$ cat src/rtl/render_stream_out.sv
// Output stage of the ray-marcher: buffers LANES-wide pixel beats and serialises them to a
// single-pixel ready/valid stream with frame markers. Optional stats: RENDER_STREAM_STATS_EN.
module render_stream_out #(
  parameter int unsigned COLOR_W      = 24,
  parameter int unsigned LANES        = 2,
  parameter int unsigned H_RES        = 640,
  parameter int unsigned V_RES        = 480,
  parameter int unsigned FIFO_DEPTH   = 16,
  parameter int unsigned AFULL_THRESH = 12
) (
  input  logic                     clk,
  input  logic                     rst_gen,
  input  logic                     resync,
  input  logic [LANES*COLOR_W-1:0] shade_in,
  input  logic                     valid_in,
  output logic                     stall_out,
  output logic [COLOR_W-1:0]       m_data,
  output logic                     m_valid,
  input  logic                     m_ready,
  output logic                     m_sof,
  output logic                     m_eol,
  output logic                     frame_done,
  output logic                     overflow
`ifdef RENDER_STREAM_STATS_EN
  ,
  output logic [15:0]              frame_count,
  output logic [15:0]              drop_count
`endif
);

  localparam int unsigned PW = $clog2(FIFO_DEPTH);
  localparam int unsigned CW = PW + 1;
  localparam int unsigned LW = (LANES > 1) ? $clog2(LANES) : 1;
  localparam int unsigned XW = (H_RES > 1) ? $clog2(H_RES) : 1;
  localparam int unsigned YW = (V_RES > 1) ? $clog2(V_RES) : 1;

  localparam logic [CW-1:0] DepthC    = CW'(FIFO_DEPTH);
  localparam logic [CW-1:0] ThreshC   = CW'(AFULL_THRESH);
  localparam logic [LW-1:0] LastLane  = LW'(LANES - 1);
  localparam logic [XW-1:0] XLast     = XW'(H_RES - 1);
  localparam logic [YW-1:0] YLast     = YW'(V_RES - 1);

  typedef enum logic {StIdle, StStream} state_e;

  state_e                   state_q;
  logic [LANES*COLOR_W-1:0] mem [FIFO_DEPTH];
  logic [PW-1:0]            wr_ptr_q, rd_ptr_q;
  logic [CW-1:0]            count_q, count_d;
  logic [LW-1:0]            lane_q;
  logic [XW-1:0]            x_q;
  logic [YW-1:0]            y_q;
  logic                     stall_q, ovf_q;

  logic                     live, hs, pop, wr, drop, x_last, y_last;
  logic [LANES*COLOR_W-1:0] rd_beat;
  logic [COLOR_W-1:0]       lane_pix;

  // Reset and resync both suppress every same-cycle write and handshake.
  assign live   = !rst_gen && !resync;
  assign hs     = m_valid && m_ready && live;
  assign pop    = hs && (lane_q == LastLane);
  assign wr     = valid_in && live && ((count_q < DepthC) || pop);
  assign drop   = valid_in && live && !((count_q < DepthC) || pop);
  assign x_last = (x_q == XLast);
  assign y_last = (y_q == YLast);

  always_comb begin
    count_d = count_q;
    if (wr && !pop) begin
      count_d = count_q + 1'b1;
    end else if (!wr && pop) begin
      count_d = count_q - 1'b1;
    end
  end

  assign rd_beat = mem[rd_ptr_q];

  always_comb begin
    lane_pix = '0;
    for (int i = 0; i < LANES; i++) begin
      if (lane_q == LW'(i)) lane_pix = rd_beat[i*COLOR_W +: COLOR_W];
    end
  end

  assign m_valid    = (state_q == StStream);
  assign m_data     = m_valid ? lane_pix : '0;
  assign m_sof      = m_valid && (x_q == '0) && (y_q == '0);
  assign m_eol      = m_valid && x_last;
  assign frame_done = hs && x_last && y_last;
  assign stall_out  = stall_q;
  assign overflow   = ovf_q;

  always_ff @(posedge clk) begin
    if (wr) mem[wr_ptr_q] <= shade_in;
  end

  always_ff @(posedge clk) begin
    if (rst_gen || resync) begin
      state_q  <= StIdle;
      wr_ptr_q <= '0;
      rd_ptr_q <= '0;
      count_q  <= '0;
      lane_q   <= '0;
      x_q      <= '0;
      y_q      <= '0;
      stall_q  <= 1'b0;
      if (rst_gen) ovf_q <= 1'b0;
    end else begin
      count_q <= count_d;
      state_q <= (count_d != '0) ? StStream : StIdle;
      stall_q <= (count_q >= ThreshC);
      if (wr)   wr_ptr_q <= wr_ptr_q + 1'b1;
      if (pop)  rd_ptr_q <= rd_ptr_q + 1'b1;
      if (drop) ovf_q    <= 1'b1;
      if (hs) begin
        lane_q <= pop ? '0 : lane_q + 1'b1;
        if (x_last) begin
          x_q <= '0;
          y_q <= y_last ? '0 : y_q + 1'b1;
        end else begin
          x_q <= x_q + 1'b1;
        end
      end
    end
  end

`ifdef RENDER_STREAM_STATS_EN
  // Frame count wraps; drop count saturates. Only a full reset clears them.
  always_ff @(posedge clk) begin
    if (rst_gen) begin
      frame_count <= '0;
      drop_count  <= '0;
    end else begin
      if (frame_done) frame_count <= frame_count + 16'd1;
      if (drop && (drop_count != 16'hFFFF)) drop_count <= drop_count + 16'd1;
    end
  end
`endif

endmodule

$ cat config.mk
export PLATFORM = sky130hd
export DESIGN_NAME = render_stream_out
export DESIGN_NICKNAME = d
export VERILOG_FILES = /design/src/rtl/render_stream_out.sv
export SDC_FILE = /design/constraint.sdc
export NUM_CORES = 1
export LEC_CHECK = 0
export ABC_AREA = 1
export BUFFER_PORTS_ARGS = -buffer_cell sky130_fd_sc_hd__buf_2
export CORE_ASPECT_RATIO = 2
export CORE_MARGIN = 3
export CORE_UTILIZATION = 49
export CTS_CLUSTER_DIAMETER = 150
export DETAILED_ROUTE_END_ITERATION = 12
export HOLD_SLACK_MARGIN = 0.08
export PLACE_DENSITY = 0.63
export SETUP_SLACK_MARGIN = 0.02
export SYNTH_ARGS = -nofsm -noshare
export SYNTH_HDL_FRONTEND = slang
export SYNTH_SLANG_ARGS = --single-unit
export TNS_END_PERCENT = 30
$ cat constraint.sdc
create_clock -name clk -period 5 [get_ports clk]
set_input_delay 0.5 -clock clk [delete_from_list [all_inputs] [get_ports clk]]
set_output_delay 0.5 -clock clk [all_outputs]
set_load 0.005 [all_outputs]
==> flow_summary.toml <==
[synth]
synth_seq_area_share_pct = 72.76
synth_seq_cells = 808
ys.flop_type = "edfxtp_1"
syn_nets = 2851
avgSynthCellArea_um2 = 11.77
synth.distinct_cells = 41
ys_warn_count = 0
syn_area_um2 = 32810
async_flop_share_pct = 0
synth_edf_count = 769
postSynthCellCount = 2787

[route]
via_count = 22039
viasPerCell = 5.846
wl_um = 90870
wl_per_cell_um = 24.10
drt_iter0_drc = 2235
route.detailed.drc = 0
final_antenna_net_count = 0
firstDrtPassIters = 5

[worst_hold_path]
holdPathStages = 3
hold_start = "m_ready"
hold_path.class = "in2reg"

[power]
p_per_area_nw_per_um2 = 355.8
ir_worst_vdd_uv = 302.8
p_leak_nw = 12.60

[worst_setup_path]
rr_worst_depth = 10
r2r-start = "m_valid"
critical_path_class = "reg2out"
end_kind = "primary output"
start_kind = "flop"
critPathMaxFanout = 164
critPathRequiredTime_ns = 4.50
crit_arrival_ns = 3.77

[floorplan]
die_h_um = 372.0
fp.dieArea_um2 = 70290
initial_core_util_pct = 49.67
core_um2 = 66060
die_w_um = 189.0
io_pins = 83
rows = 133

[timing]
fin_crit_ns = 4.272
hold_viol_final = 0
worst_slack_ns = 0.7280
worstMarginPinSlew_ns = 1.085
relSlewSlack_pct = 27.64
finalSetupTns_ns = 0
skew_ns = 0.01875
max_freq_ghz = 0.2341
layout_worst_path_cycle_share_pct = 85.44
rsz0062_at_grt = "no"
setup_viol = 0
whs_ns = 0.2296
slew_violations = 0

[place]
place_hpwl_um = 48250
pre_cts_slack_ns = 1.421
routabilityCongestion = 0.8507
io_buffers = 82

[clocking]
clk_latency_ns = 0.62
cts.sinks = 808
path_clk_slew_ns = 0.06
cts_buffer_depth = 3
hold_buffers = 0
clock-root-buffer = "clkbuf_16"
tritoncts = "yes"
cts_buffers = 70
cts.repair.resized = 0
cts_setup_buffers = 0
htree_levels = 3

[global_route]
grt_pass1_vias = 21702
overflow = 0
grt_pass1_wl_um = 135500
track_usage_pct = 25.84
grt_max_degree = 165
antenna_found_initial = 7

[job]
maxCapViolCount = 0

[layout]
post-route-util_pct = 55.28
layout.nets = 2898
layout-drive-gt1-share_pct = 9.560
area_growth_pct = 11.31
fill_cells = 5445

[status]
status = "finished clean"
[synthesized netlist by cell type (all sizes together) (3+ instances only)]
| cell type | n | share of area [%] |
|---|---|---|
| a211oi | 4 | 0.092 |
| a21oi | 67 | 1.0 |
| buf | 122 | 1.9 |
| clkbuf | 47 | 0.54 |
| dfxtp | 39 | 2.4 |
| edfxtp | 769 | 70 |
| ha | 11 | 0.42 |
| inv | 47 | 0.54 |
| nand2 | 785 | 9.0 |
| nand3 | 455 | 7.0 |
| nand4 | 11 | 0.21 |
| nor2 | 212 | 2.5 |
| nor3 | 10 | 0.20 |
| nor4 | 4 | 0.095 |
| o211ai | 22 | 0.50 |
| o21a | 22 | 0.50 |
| o21ai | 125 | 1.9 |
| o22ai | 22 | 0.42 |
| xnor2 | 3 | 0.080 |
[critical path, cell delays in order, from the launching register on]
cell and delay [ns]:
dfxtp_4 0.39, buf_12 0.54, buf_4 0.85, nand2_1 0.13
nand3_1 0.13, nand3_1 0.09, nand2_1 0.09, nand2_1 0.05
nand2_1 0.09, o21ai_1 0.15, nor2_1 0.31, buf_2 0.19
[cell families after synthesis]
logic type / count (synthesis) / synth area share [%]
buffers and inverters: 218 / 3.058
XOR/XNOR: 4 / 0.1068
AO/OA/AOI/OAI: 266 / 4.542
AND/OR/NAND/NOR: 1480 / 19.12
flip-flops: 808 / 72.76
adder cells (fa/ha/maj): 11 / 0.4195
[cell type report]
cell class | count | area [um^2] | share of cell area [%]
timing repair buffer | 144 | 1039 | 2.843
sequential | 808 | 23890 | 65.40
multi-input combinational | 1761 | 8055 | 22.06
inverter | 49 | 206.4 | 0.5653
clock inverter | 36 | 315.3 | 0.8633
antenna | 6 | 15.01 | 0.04111
tap | 877 | 1097 | 3.004
clock buffer | 89 | 1908 | 5.224
[where the power goes]
group	total, mW	switching [mW]	internal (mW)
Clock	5.37	2.40	2.97
Sequential	7.42	0.00451	7.41
Combinational	0.202	0.159	0.0432
Total	13.0	2.57	10.4
[cell usage in the layout (no fill, tap or decap), types with 5 or more instances in the layout]
cell       synthesis  layout
buf_4             14      49
nor3_1             7       7
o211ai_1          22      22
edfxtp_1         769     769
buf_2             89      82
o21ai_1           55      55
nor2_1           207     191
nand4_1           11      11
nand2_1          782     782
dfxtp_1           39      34
diode_2            0       6
o21ai_0           69      69
nand3_1          454     454
a21oi_1           67      67
ha_1              11      11
inv_1             44      44
clkinv_2           0       7
clkbuf_1          46      15
clkbuf_16          0      74
inv_6              0       5
o22ai_1           22      22
clkinv_1           1      18
bufinv_16          0       5
nor2_4             2      18
o21a_1            22      22
buf_12             0      13
[flip-flops by register name, summed over array words and instances, names as in the netlist, named ones only]
name / count
mem: 768
x_q: 10
y_q: 9
count_q: 5
rd_ptr_q: 4
wr_ptr_q: 4
lane_q: 1
m_valid: 1
overflow: 1
stall_out: 1
[per-stage QoR]
| stage | instances | total power, mW | instance area [um^2] |
|---|---|---|---|
| 2_1_floorplan | 2787 | 7.622 | 32810 |
| 4_1_cts | 3764 | 13.06 | 36510 |
| 3_5_place_dp | 3639 | 7.767 | 34280 |
| 6_report | 3770 | 12.99 | 36520 |
| 3_3_place_gp | 3639 | 7.760 | 34280 |
| 5_1_grt | 3765 | 13.32 | 36510 |
[path summary, 6_finish.rpt]
path	to	slack [ns]
worst min-delay path	x_q[1]	0.23
worst max register to register	mem[12][15]	1.75
worst max-delay path	m_data[5]	0.73
worst min register to register	x_q[8]	0.49
[layer usage]
layer  wire, um  part of all wire, %  GRT usage [%]
met1      34690                   38          32.42
met2      45580                   50          44.15
met3       6265                  6.9          3.717
met4       4322                  4.8          12.49
met5         12                0.013              0
Power figures use the tool's default switching activity.
